[config.mk]
export PLATFORM = sky130hd
export DESIGN_NAME = src_control_unit
export DESIGN_NICKNAME = d
export VERILOG_FILES = /design/src/rtl/src_ctrl_pkg.sv /design/src/rtl/src_ctrl_decode.sv /design/src/rtl/src_control_unit.sv
export SDC_FILE = /design/constraint.sdc
export NUM_CORES = 1
export LEC_CHECK = 0
export BUFFER_PORTS_ARGS = -buffer_cell sky130_fd_sc_hd__buf_2
export CAP_MARGIN = 10
export CORE_UTILIZATION = 25
export DETAILED_ROUTE_END_ITERATION = 12
export SLEW_MARGIN = 25
export SYNTH_ARGS = -nofsm -noshare
export SYNTH_HDL_FRONTEND = slang
export SYNTH_SLANG_ARGS = --single-unit
[constraint.sdc]
create_clock -name clock -period 4.8 [get_ports clock]
set_input_delay 0.24 -clock clock [delete_from_list [all_inputs] [get_ports clock]]
set_output_delay 0.24 -clock clock [all_outputs]
set_load 0.02 [all_outputs]
[src/rtl/src_ctrl_pkg.sv]
// rtl/src_ctrl_pkg.sv - shared state, opcode, bus and ALU encodings for the Mini SRC controller
package src_ctrl_pkg;

  typedef enum logic [4:0] {
    S_IDLE, S_F0, S_F1, S_F2, S_F3, S_DEC,
    S_A3, S_A4, S_A5,
    S_L5, S_L6, S_L7, S_L8,
    S_S6, S_S7,
    S_B3, S_B4, S_B5, S_B6,
    S_J3, S_HALT
  } state_e;

  localparam logic [4:0] OP_LD   = 5'b00000;
  localparam logic [4:0] OP_LDI  = 5'b00001;
  localparam logic [4:0] OP_ST   = 5'b00010;
  localparam logic [4:0] OP_ADDI = 5'b01100;
  localparam logic [4:0] OP_BR   = 5'b10010;
  localparam logic [4:0] OP_JR   = 5'b10011;
  localparam logic [4:0] OP_NOP  = 5'b11010;
  localparam logic [4:0] OP_HALT = 5'b11011;

  localparam logic [4:0] BUS_NONE = 5'b00000;
  localparam logic [4:0] BUS_GPR  = 5'b00001;
  localparam logic [4:0] BUS_ZLO  = 5'b10011;
  localparam logic [4:0] BUS_PC   = 5'b10100;
  localparam logic [4:0] BUS_MDR  = 5'b10101;
  localparam logic [4:0] BUS_C    = 5'b11000;

  localparam logic [3:0] ALU_NONE = 4'b0000;
  localparam logic [3:0] ALU_ADD  = 4'b0011;

  typedef struct packed {
    logic       inc_pc;
    logic       e_pc;
    logic       e_ir;
    logic       e_y;
    logic       e_z;
    logic       e_hi;
    logic       e_lo;
    logic       e_mdr;
    logic       e_mar;
    logic       e_gp;
    logic       e_outport;
    logic       e_inport;
    logic       e_ra;
    logic       e_con_ff;
    logic       ram_read;
    logic       ram_write;
    logic       mdr_read;
    logic [3:0] alu_op;
    logic [4:0] bus_sel;
    logic       gra;
    logic       grb;
    logic       grc;
    logic       e_rin;
    logic       e_rout;
    logic       ba_out;
    logic       imm_sel;
    logic       halted;
  } ctrl_t;

endpackage

[src/rtl/src_ctrl_decode.sv]
// rtl/src_ctrl_decode.sv - combinational map from controller state (plus CON) to datapath controls
module src_ctrl_decode
  import src_ctrl_pkg::*;
(
  input  state_e state_i,
  input  logic   con_i,
  output ctrl_t  ctrl_o
);

  // Every control defaults low; each state raises only what it needs.
  always_comb begin
    ctrl_o = '0;
    case (state_i)
      S_F0: begin ctrl_o.bus_sel = BUS_PC; ctrl_o.e_mar = 1'b1; ctrl_o.inc_pc = 1'b1; end
      S_F1: begin ctrl_o.ram_read = 1'b1; end
      S_F2: begin ctrl_o.mdr_read = 1'b1; ctrl_o.e_mdr = 1'b1; end
      S_F3: begin ctrl_o.bus_sel = BUS_MDR; ctrl_o.e_ir = 1'b1; end
      S_A3: begin
        ctrl_o.grb = 1'b1; ctrl_o.ba_out = 1'b1; ctrl_o.e_rout = 1'b1;
        ctrl_o.bus_sel = BUS_GPR; ctrl_o.e_y = 1'b1;
      end
      S_A4, S_B5: begin ctrl_o.imm_sel = 1'b1; ctrl_o.alu_op = ALU_ADD; ctrl_o.e_z = 1'b1; end
      S_A5: begin ctrl_o.gra = 1'b1; ctrl_o.e_rin = 1'b1; ctrl_o.bus_sel = BUS_ZLO; end
      S_L5: begin ctrl_o.bus_sel = BUS_ZLO; ctrl_o.e_mar = 1'b1; end
      S_L6: begin ctrl_o.ram_read = 1'b1; end
      S_L7: begin ctrl_o.mdr_read = 1'b1; ctrl_o.e_mdr = 1'b1; end
      S_L8: begin ctrl_o.bus_sel = BUS_MDR; ctrl_o.gra = 1'b1; ctrl_o.e_rin = 1'b1; end
      // MDR takes the bus here because mdr_read stays low.
      S_S6: begin
        ctrl_o.gra = 1'b1; ctrl_o.e_rout = 1'b1; ctrl_o.bus_sel = BUS_GPR; ctrl_o.e_mdr = 1'b1;
      end
      S_S7: begin ctrl_o.ram_write = 1'b1; end
      S_B3: begin
        ctrl_o.gra = 1'b1; ctrl_o.e_rout = 1'b1; ctrl_o.bus_sel = BUS_GPR; ctrl_o.e_con_ff = 1'b1;
      end
      S_B4: begin ctrl_o.bus_sel = BUS_PC; ctrl_o.e_y = 1'b1; end
      // The branch target is always on the bus; CON decides whether PC takes it.
      S_B6: begin ctrl_o.bus_sel = BUS_ZLO; ctrl_o.e_pc = con_i; end
      S_J3: begin
        ctrl_o.gra = 1'b1; ctrl_o.e_rout = 1'b1; ctrl_o.bus_sel = BUS_GPR; ctrl_o.e_pc = 1'b1;
      end
      S_HALT: begin ctrl_o.halted = 1'b1; end
      default: ;
    endcase
  end

endmodule

[src/rtl/src_control_unit.sv]
// rtl/src_control_unit.sv - hardwired fetch/decode/execute sequencer for the Mini SRC datapath
module src_control_unit
  import src_ctrl_pkg::*;
(
  input  logic        clock,
  input  logic        clear,
  input  logic        run,
  input  logic [31:0] IR,
  input  logic        CON,
  output logic        incPC,
  output logic        e_PC,
  output logic        e_IR,
  output logic        e_Y,
  output logic        e_Z,
  output logic        e_HI,
  output logic        e_LO,
  output logic        e_MDR,
  output logic        e_MAR,
  output logic        e_GP,
  output logic        e_OutPort,
  output logic        e_InPort,
  output logic        e_RA,
  output logic        e_CON_FF,
  output logic        ram_read,
  output logic        ram_write,
  output logic        MDR_read,
  output logic [3:0]  ALU_op,
  output logic [4:0]  BusDataSelect,
  output logic        Gra,
  output logic        Grb,
  output logic        Grc,
  output logic        e_Rin,
  output logic        e_Rout,
  output logic        BAout,
  output logic        imm_sel,
  output logic        halted
);

  state_e     state_q, state_d;
  logic [4:0] op_q;
  logic [4:0] ir_op;
  ctrl_t      ctrl;
  logic       unused_ir_fields;

  assign ir_op            = IR[31:27];
  assign unused_ir_fields = ^IR[26:0];

  // State register; the opcode is captured in DEC so later execute steps
  // do not depend on IR staying stable.
  always_ff @(posedge clock) begin
    if (clear) begin
      state_q <= S_IDLE;
      op_q    <= OP_NOP;
    end else begin
      state_q <= state_d;
      if (state_q == S_DEC) op_q <= ir_op;
    end
  end

  // Next-state sequencing; ld and st share A3/A4/L5 and split on the latched opcode.
  always_comb begin
    state_d = state_q;
    case (state_q)
      S_IDLE: if (run) state_d = S_F0;
      S_F0:   state_d = S_F1;
      S_F1:   state_d = S_F2;
      S_F2:   state_d = S_F3;
      S_F3:   state_d = S_DEC;
      S_DEC: begin
        case (ir_op)
          OP_LD, OP_ST, OP_LDI, OP_ADDI: state_d = S_A3;
          OP_BR:                         state_d = S_B3;
          OP_JR:                         state_d = S_J3;
          OP_HALT:                       state_d = S_HALT;
          default:                       state_d = S_F0;
        endcase
      end
      S_A3:   state_d = S_A4;
      S_A4:   state_d = (op_q == OP_LD || op_q == OP_ST) ? S_L5 : S_A5;
      S_A5:   state_d = S_F0;
      S_L5:   state_d = (op_q == OP_ST) ? S_S6 : S_L6;
      S_L6:   state_d = S_L7;
      S_L7:   state_d = S_L8;
      S_L8:   state_d = S_F0;
      S_S6:   state_d = S_S7;
      S_S7:   state_d = S_F0;
      S_B3:   state_d = S_B4;
      S_B4:   state_d = S_B5;
      S_B5:   state_d = S_B6;
      S_B6:   state_d = S_F0;
      S_J3:   state_d = S_F0;
      S_HALT: state_d = S_HALT;
      default: state_d = S_IDLE;
    endcase
  end

  src_ctrl_decode u_decode (
    .state_i (state_q),
    .con_i   (CON),
    .ctrl_o  (ctrl)
  );

  assign incPC         = ctrl.inc_pc;
  assign e_PC          = ctrl.e_pc;
  assign e_IR          = ctrl.e_ir;
  assign e_Y           = ctrl.e_y;
  assign e_Z           = ctrl.e_z;
  assign e_HI          = ctrl.e_hi;
  assign e_LO          = ctrl.e_lo;
  assign e_MDR         = ctrl.e_mdr;
  assign e_MAR         = ctrl.e_mar;
  assign e_GP          = ctrl.e_gp;
  assign e_OutPort     = ctrl.e_outport;
  assign e_InPort      = ctrl.e_inport;
  assign e_RA          = ctrl.e_ra;
  assign e_CON_FF      = ctrl.e_con_ff;
  assign ram_read      = ctrl.ram_read;
  assign ram_write     = ctrl.ram_write;
  assign MDR_read      = ctrl.mdr_read;
  assign ALU_op        = ctrl.alu_op;
  assign BusDataSelect = ctrl.bus_sel;
  assign Gra           = ctrl.gra;
  assign Grb           = ctrl.grb;
  assign Grc           = ctrl.grc;
  assign e_Rin         = ctrl.e_rin;
  assign e_Rout        = ctrl.e_rout;
  assign BAout         = ctrl.ba_out;
  assign imm_sel       = ctrl.imm_sel;
  assign halted        = ctrl.halted;

endmodule

==> results of run 1 <==
## worst max path at each step
stage | startpoint | endpoint | slack (ps) | cells past startpoint
after global placement | state_q[0]$_SDFFE_PP0P_ | state_q[0]$_SDFFE_PP0P_ | 2610 | 4
after floorplan | state_q[2]$_SDFFE_PP0P_ | ALU_op[0] | 2380 | 6
after detailed placement | state_q[0]$_SDFFE_PP0P_ | state_q[0]$_SDFFE_PP0P_ | 2640 | 4
final | state_q[1]$_SDFFE_PP0P_ | imm_sel | 2500 | 5
after CTS | state_q[1]$_SDFFE_PP0P_ | imm_sel | 2490 | 5
after global routing | state_q[1]$_SDFFE_PP0P_ | e_Z | 2250 | 5
## sequential cells by signal (all words and copies together), names as in the netlist
register / count
state_q: 5
op_q: 5
## power breakdown
group          switching [uW]  internal, uW  total [uW]
combinational            71.9          47.3         119
sequential               23.0          88.0         111
clock                    31.9          54.9        86.8
## critical path: cells and delay by family (launching register included)
| family | cells | cell delay [ps] |
|---|---|---|
| DFF | 1 | 700 |
| buffers and inverters | 2 | 520 |
| and+or+nand+nor | 2 | 500 |
| AOI/OAI and AO/OA | 1 | 100 |
## cells by family (layout without fill, tap and decap cells)
kind of cell,after synthesis,count (layout),share of synthesized area [%]
AOI/OAI and AO/OA,36,36,21.8
xor gates and xnor gates,2,2,1.59
buffers and inverters,31,37,16.8
DFF,10,10,18.2
muxes,1,1,0.910
other,1,10,0.341
and+or+nand+nor,83,83,40.3
## through the flow
step / worst slack, ps / area (um^2) / std cells / utilization (%) / total power, uW
2_1_floorplan: 2380 / 1130 / 173 / - / 210
5_1_grt: 2250 / 1220 / 229 / 29.6 / 338
6_report: 2500 / 1220 / 229 / 29.6 / 317
3_3_place_gp: 2610 / 1180 / 226 / 28.6 / 230
4_1_cts: 2490 / 1220 / 229 / 29.6 / 318
3_5_place_dp: 2640 / 1180 / 226 / 28.6 / 231
## layout by cell type, fill, tap and decap left out, types with 3 or more instances in the layout
cell type,count
buf_2,32
nand2_1,21
nor2_1,20
a21oi_1,10
conb_1,10
dfxtp_1,10
nand2b_1,7
o21ai_0,7
nor3_1,5
nand3b_1,5
or3b_2,3
nor3b_1,3
nand3_1,3
a31oi_1,3
clkbuf_8,3
## routing by layer
layer / vias up / routed length [um] / track usage, %
li1: 581 / - / -
met1: 508 / 1310 / 16.2
met2: 28 / 1300 / 20.6
met3: 2 / 121 / 0.667
met4: 0 / 22 / 3.91
met5: - / 0 / 0
## final cells by class
cell class,count,area share [%]
Sequential cell,10,16.4
Multi-Input combinational cell,132,61.3
Tap cell,50,5.13
Inverter,2,0.615
Timing Repair Buffer,32,13.1
Clock buffer,3,3.38
==> results_dict.tcl, run 1 <==
set metrics [dict create \
    setup-violations-final 0 \
    cts_resized 0 \
    finalMaxSlewViolations 0 \
    drive_above_1_share_pct 24.0 \
    yosysMostFrequentCell "nand2_1" \
    critical_path_required_ps 4560 \
    cts_max_level 1 \
    cts_made_buffers 3 \
    die_y_um 68.3 \
    regToRegEndpoint "state_q[0]$_SDFFE_PP0P_" \
    worstHoldStart "clear" \
    criticalPathCategory "reg -> out" \
    hold_depth 2 \
    ys_types 49 \
    routed_wl_um 2750 \
    antenna_found_initial 0 \
    synth-main-ff-cell "dfxtp_1" \
    max-cap-violations 0 \
    dr_total_vias 1119 \
    clock_path_buffers 2 \
    drt-initial-drc-count 73 \
    ys_warn_count 0 \
    clock_latency_ps 230 \
    worst_pin_slew_ps 848 \
    start_util_pct 26.7 \
    slew_headroom_pct 43.4 \
    cts_setup_buffers 0 \
    numPortBuffers 32 \
    status "finished clean" \
    r2r_setup_slack_ps 2600 \
    cts_tree "done" \
    syn-mean-instance-area_um2 6.71 \
    async_flop_share_pct 0 \
    area_delta_synth_final_pct 10.9 \
    synth_cells 164 \
    rows 23 \
    skew_ps 5.42 \
    fin_tns_setup_ps 0 \
    grt_max_degree 30 \
    hold_buffers 0 \
    wire_per_inst_um 12.0 \
    ir_drop_mv 0.0850 \
    grt_overflow_total 0 \
    coreArea_um2 4120 \
    drc 0 \
    hold_path_class "in -> reg" \
    powerDensity_nw_per_um2 260 \
    synth_area_leaders "dfxtp_1 18%, buf_4 9.6%, nand2_1 7.2%, nor2_1 6.8%, a21oi_1 4.6%" \
    seq_area_frac_synth_pct 18.2 \
    fin_nets 217 \
    rsz0062_at_grt "false" \
    power.leakage_uw 0.000544 \
    die-area_um2 4670 \
    worst-r2r-cell-count 4 \
    fin_crit_ps 2300 \
    chipWidth_um 68.3 \
    seq_area_um2 200 \
    min_period_over_period_pct 47.9 \
    antenna_cells 0 \
    crit_chain "inv_1, nor2_1, a21oi_1, nor3b_1, buf_2" \
    n_fill_cell 475 \
    grt_pass1_wl_um 4440 \
    yosysTopAreaCellShare_pct 18.2 \
    ios 70 \
    final_hold_viol_count 0 \
    multiInputGateArea_um2 748 \
    regToRegStartpoint "state_q[0]$_SDFFE_PP0P_" \
    vias_per_cell 4.89 \
    worstSetupStartpointType "flip-flop" \
    numClockSinks 10 \
    cts_root_buffer "clkbuf_8" \
    ant_nets 0 \
    worst-path-max-fanout 19 \
    crit_path_end_kind "primary output" \
    fmax_ghz 0.435 \
    synth_commonest_cells "21 x nand2_1, 20 x nor2_1, 14 x buf_4" \
    synth-edff-count 0 \
    path_clk_slew_ps 50 \
    synthesis.area_um2 1100 \
    slowest_delay_ps 700 \
    synth_area_leader_cell "dfxtp_1" \
    drtPass1Iterations 4 \
    slowest_stage "dfxtp_1" \
    gp_congestion 0.758 \
    hold_slack_ps 250 \
    ys_ff_latch 10 \
    holdPathEnd "op_q[0]$_SDFFE_PP0P_" \
    grt_use_total_pct 12.1 \
    grt_pass1_vias 988 \
    worstPathArrival_ps 2060 \
    dp_hpwl_um 1980 \
]
Power figures use the tool's default switching activity.
==> inputs of run 2 (changes only) <==
- clock period: 4.8 -> 2.1 ns (I/O delays scaled with it)
==> results_dict.tcl, run 2 (synthesis results as in run 1) <==
set metrics [dict create \
    drt-initial-drc-count 77 \
    power.leakage_uw 0.000589 \
    finalMaxSlewViolations 0 \
    drtPass1Iterations 4 \
    numPortBuffers 32 \
    worst-r2r-cell-count 4 \
    antenna_found_initial 0 \
    regToRegStartpoint "state_q[1]$_SDFFE_PP0P_" \
    fin_crit_ps 1830 \
    finalInstanceArea_um2 1290 \
    die-area_um2 4670 \
    vias_per_cell 4.94 \
    slew_headroom_pct 54.8 \
    numClockSinks 10 \
    critical_path_required_ps 2000 \
    r2r_setup_slack_ps 330 \
    cts_max_level 1 \
    drive_above_1_share_pct 27.8 \
    cts_setup_buffers 0 \
    grt_use_total_pct 11.8 \
    min_period_over_period_pct 87.2 \
    worstHoldStart "clear" \
    ios 70 \
    fin_nets 224 \
    ant_nets 0 \
    drc 0 \
    n_fill_cell 469 \
    crit_chain "nand2b_1, or3b_2, a21oi_1, buf_2" \
    holdPathEnd "op_q[0]$_SDFFE_PP0P_" \
    reg.largest.list "op_q (5), state_q (5)" \
    cts_made_buffers 3 \
    worstSetupStartpointType "flip-flop" \
    worstPathArrival_ps 1730 \
    rsz0062_at_grt "false" \
    worst_pin_slew_ps 677 \
    rows 23 \
    ir_drop_mv 0.228 \
    criticalPathCategory "reg -> out" \
    die_y_um 68.3 \
    dpl_cell_area_um2 1240 \
    grt_pass1_vias 934 \
    chipWidth_um 68.3 \
    cts_tree "done" \
    final_common_cell "buf_2" \
    dr_total_vias 1170 \
    crit_path_end_kind "primary output" \
    final_hold_viol_count 0 \
    slowest_stage "dfxtp_1" \
    max-cap-violations 0 \
    routed_wl_um 2690 \
    setup-violations-final 0 \
    clock_latency_ps 230 \
    path_clk_slew_ps 50 \
    hold_slack_ps 106 \
    worst-path-max-fanout 12 \
    powerDensity_nw_per_um2 605 \
    hold_path_class "in -> reg" \
    slowest_delay_ps 550 \
    gp_congestion 0.822 \
    fmax_ghz 0.546 \
    antenna_cells 0 \
    status "finished clean" \
    clock_path_buffers 2 \
    cts_root_buffer "clkbuf_8" \
    coreArea_um2 4120 \
    regToRegEndpoint "state_q[1]$_SDFFE_PP0P_" \
    start_util_pct 26.7 \
    cts_resized 0 \
    wire_per_inst_um 11.3 \
    grt_pass1_wl_um 4220 \
    grt_overflow_total 0 \
    area_delta_synth_final_pct 17.4 \
    dp_hpwl_um 2070 \
    hold_buffers 0 \
    skew_ps 5.33 \
    grt_max_degree 29 \
    fin_tns_setup_ps 0 \
    layout_common_cells "32 x buf_2, 21 x nand2_1, 20 x nor2_1" \
    hold_depth 2 \
]
[run 2: cell count changes in the layout (fill, tap and decap cells not counted), sizes merged]
cell,previous run,this run
buf,32,39
clkbuf,3,4
[run 2: layout make-up]
class                   count  area (um^2)  area share [%]
multi-input cells         132          753            58.3
well taps                  50         62.6            4.84
repair buffers             39          213            16.5
clock buffers               4         55.1            4.26
inverters                   2         7.51           0.581
flip-flops and latches     10          200            15.5
[run 2: how the worst max path moves through the flow]
| stage | startpoint | to | slack (ps) | cells past startpoint |
|---|---|---|---|---|
| finish | state_q[1]$_SDFFE_PP0P_ | BusDataSelect[1] | 270 | 4 |
| global route | state_q[1]$_SDFFE_PP0P_ | ALU_op[1] | 90 | 5 |
| CTS | state_q[1]$_SDFFE_PP0P_ | BusDataSelect[1] | 260 | 4 |
| detailed placement | state_q[1]$_SDFFE_PP0P_ | state_q[1]$_SDFFE_PP0P_ | 330 | 4 |
| global placement | state_q[1]$_SDFFE_PP0P_ | state_q[1]$_SDFFE_PP0P_ | 360 | 4 |
| floorplan | state_q[2]$_SDFFE_PP0P_ | ALU_op[0] | 110 | 6 |
[run 2: through the flow]
stage | util [%] | power, uW | setup WS (ps) | cells
detailed placement | 30.0 | 548 | 331 | 233
finish | 31.4 | 781 | 269 | 237
floorplan | - | 481 | 106 | 173
global route | 31.4 | 844 | 91.5 | 237
global placement | 30.0 | 546 | 362 | 233
CTS | 31.4 | 789 | 255 | 237
[run 2: layer usage]
metal	wire [um]	up-vias	GRT usage (%)
met1	1330	523	17.1
li1	-	596	-
met4	23	0	3.91
met3	190	4	2.00
met5	0	-	0
met2	1140	47	17.2
[run 2: power by group]
group	internal [uW]	leakage (uW)	switching, uW
sequential	201	0.0000812	23.7
combinational	125	0.000479	195
clock	164	0.0000288	71.2
[run 2: critical path: cells and delay by family, from the launching register on]
family                 cells  cell delay (ps)
flip-flops                 1              550
AND/OR/NAND/NOR            2              640
AO/OA/AOI/OAI              1              120
buffers and inverters      1              180
==> inputs of run 3 (changes only) <==
- CORE_ASPECT_RATIO: default -> 1.5
- clock period: 2.1 -> 2.3 ns (I/O delays scaled with it)
==> results_dict.tcl, run 3 (synthesis results as in run 1) <==
set metrics [dict create \
    status "finished clean" \
    chipWidth_um 56.2 \
    cts_resized 0 \
    dr_total_vias 1156 \
    regToRegStartpoint "state_q[0]$_SDFFE_PP0P_" \
    grt_max_degree 29 \
    hold_buffers 0 \
    dp_hpwl_um 2070 \
    rsz0062_at_grt "false" \
    rows 29 \
    antenna_cells 0 \
    hold_slack_ps 126 \
    numPortBuffers 32 \
    cts_made_buffers 3 \
    ios 70 \
    min_period_over_period_pct 81.5 \
    skew_ps 0.353 \
    area_delta_synth_final_pct 13.9 \
    cts_setup_buffers 0 \
    setup-violations-final 0 \
    drtPass1Iterations 4 \
    r2r_setup_slack_ps 440 \
    p_int_uw 438 \
    ant_nets 0 \
    ir_drop_mv 0.333 \
    fin_nets 220 \
    grt_pass1_vias 1021 \
    criticalPathCategory "reg -> out" \
    sw_frac_of_total_pct 37.3 \
    comb_power_share_pct 38.1 \
    fmax_ghz 0.533 \
    power_frac_clock_pct 30.6 \
    numClockSinks 10 \
    worst_pin_slew_ps 649 \
    grt_pass1_wl_um 4640 \
    start_util_pct 26.1 \
    wire_per_inst_um 12.1 \
    finalMaxSlewViolations 0 \
    fin_tns_setup_ps 0 \
    reg.largest.list "op_q (5), state_q (5)" \
    die-area_um2 4670 \
    power.switching_uw 260 \
    pwr-share-seq_pct 31.3 \
    antenna_found_initial 0 \
    n_fill_cell 485 \
    hold_path_class "in -> reg" \
    path_clk_slew_ps 50 \
    powerDensity_nw_per_um2 557 \
    routed_wl_um 2770 \
    cts_max_level 1 \
    cts_tree "done" \
    clock_latency_ps 230 \
    max-cap-violations 0 \
    vias_per_cell 5.05 \
    regToRegEndpoint "state_q[1]$_SDFFE_PP0P_" \
    drt-initial-drc-count 34 \
    utilization_pct 29.8 \
    drive_above_1_share_pct 26.2 \
    critPathCapture "imm_sel" \
    worstSetupStartpointType "flip-flop" \
    crit_path_end_kind "primary output" \
    grt_use_total_pct 12.0 \
    worstPathArrival_ps 1760 \
    cts_root_buffer "clkbuf_8" \
    final_common_cell "buf_2" \
    power.leakage_uw 0.000567 \
    layout_common_cells "32 x buf_2, 21 x nand2_1, 20 x nor2_1, 10 x a21oi_1, 10 x conb_1" \
    slew_headroom_pct 56.6 \
    gp_congestion 0.796 \
    die_y_um 83.2 \
    worst-path-max-fanout 19 \
    clock_path_buffers 2 \
    critPathLaunch "state_q[1]$_SDFFE_PP0P_" \
    grt_overflow_total 0 \
    coreArea_um2 4210 \
    drc 0 \
    critical_path_required_ps 2180 \
    final_hold_viol_count 0 \
    worst-r2r-cell-count 4 \
    fin_crit_ps 1880 \
]
-- run 3: cell types whose count changed in the layout (fill, tap and decap cells not counted) --
cell     delta
dfxtp_2     +1
dfxtp_1     -1
nor3b_2     -1
buf_4       -4
nor3b_1     +1
-- run 3: power groups by stage --
| stage | clock, uW | sequential (uW) | combinational (uW) |
|---|---|---|---|
| after detailed placement | 0 | 220 | 265 |
| after global placement | 0 | 220 | 264 |
| after floorplan | 0 | 192 | 247 |
| final | 214 | 219 | 266 |
| after global routing | 226 | 222 | 292 |
| after CTS | 219 | 217 | 266 |
-- run 3: cell type report --
| type | count | area (um^2) | share of cell area, % |
|---|---|---|---|
| inverters | 2 | 7.51 | 0.599 |
| well taps | 46 | 57.6 | 4.60 |
| multi-input cells | 132 | 748 | 59.7 |
| flip-flops and latches | 10 | 201 | 16.1 |
| clock buffers | 4 | 55.1 | 4.40 |
| repair buffers | 35 | 183 | 14.6 |
-- run 3: worst max-delay path: stages (launching register included) --
cell and delay, ps:
dfxtp_2 520, inv_1 220, nor2_1 140, a21oi_1 90
nor3b_1 330, buf_2 230
-- run 3: how the worst min path moves through the flow --
stage / endpoint / slack, ps / from / depth (start not counted)
after floorplan: op_q[0]$_SDFFE_PP0P_ / 180 / clear / 1
after global placement: op_q[0]$_SDFFE_PP0P_ / 360 / clear / 2
after detailed placement: op_q[0]$_SDFFE_PP0P_ / 360 / clear / 2
after CTS: op_q[0]$_SDFFE_PP0P_ / 120 / clear / 2
after global routing: op_q[2]$_SDFFE_PP0P_ / 140 / clear / 2
final: op_q[2]$_SDFFE_PP0P_ / 130 / clear / 2
-- run 3: metrics by stage --
step / std cells / area, um^2 / total power (uW) / setup slack (ps)
3_3_place_gp: 225 / 1200 / 484 / 464
3_5_place_dp: 225 / 1200 / 486 / 426
4_1_cts: 229 / 1250 / 703 / 166
2_1_floorplan: 173 / 1130 / 439 / 4.47
6_report: 229 / 1250 / 698 / 424
5_1_grt: 229 / 1250 / 739 / 230
-- run 3: layer usage --
metal	vias to the layer above	track usage, %	routed length (um)
li1	585	-	-
met1	533	14.3	1180
met2	33	21.6	1410
met3	5	1.09	119
met4	0	4.43	55
met5	-	0	0
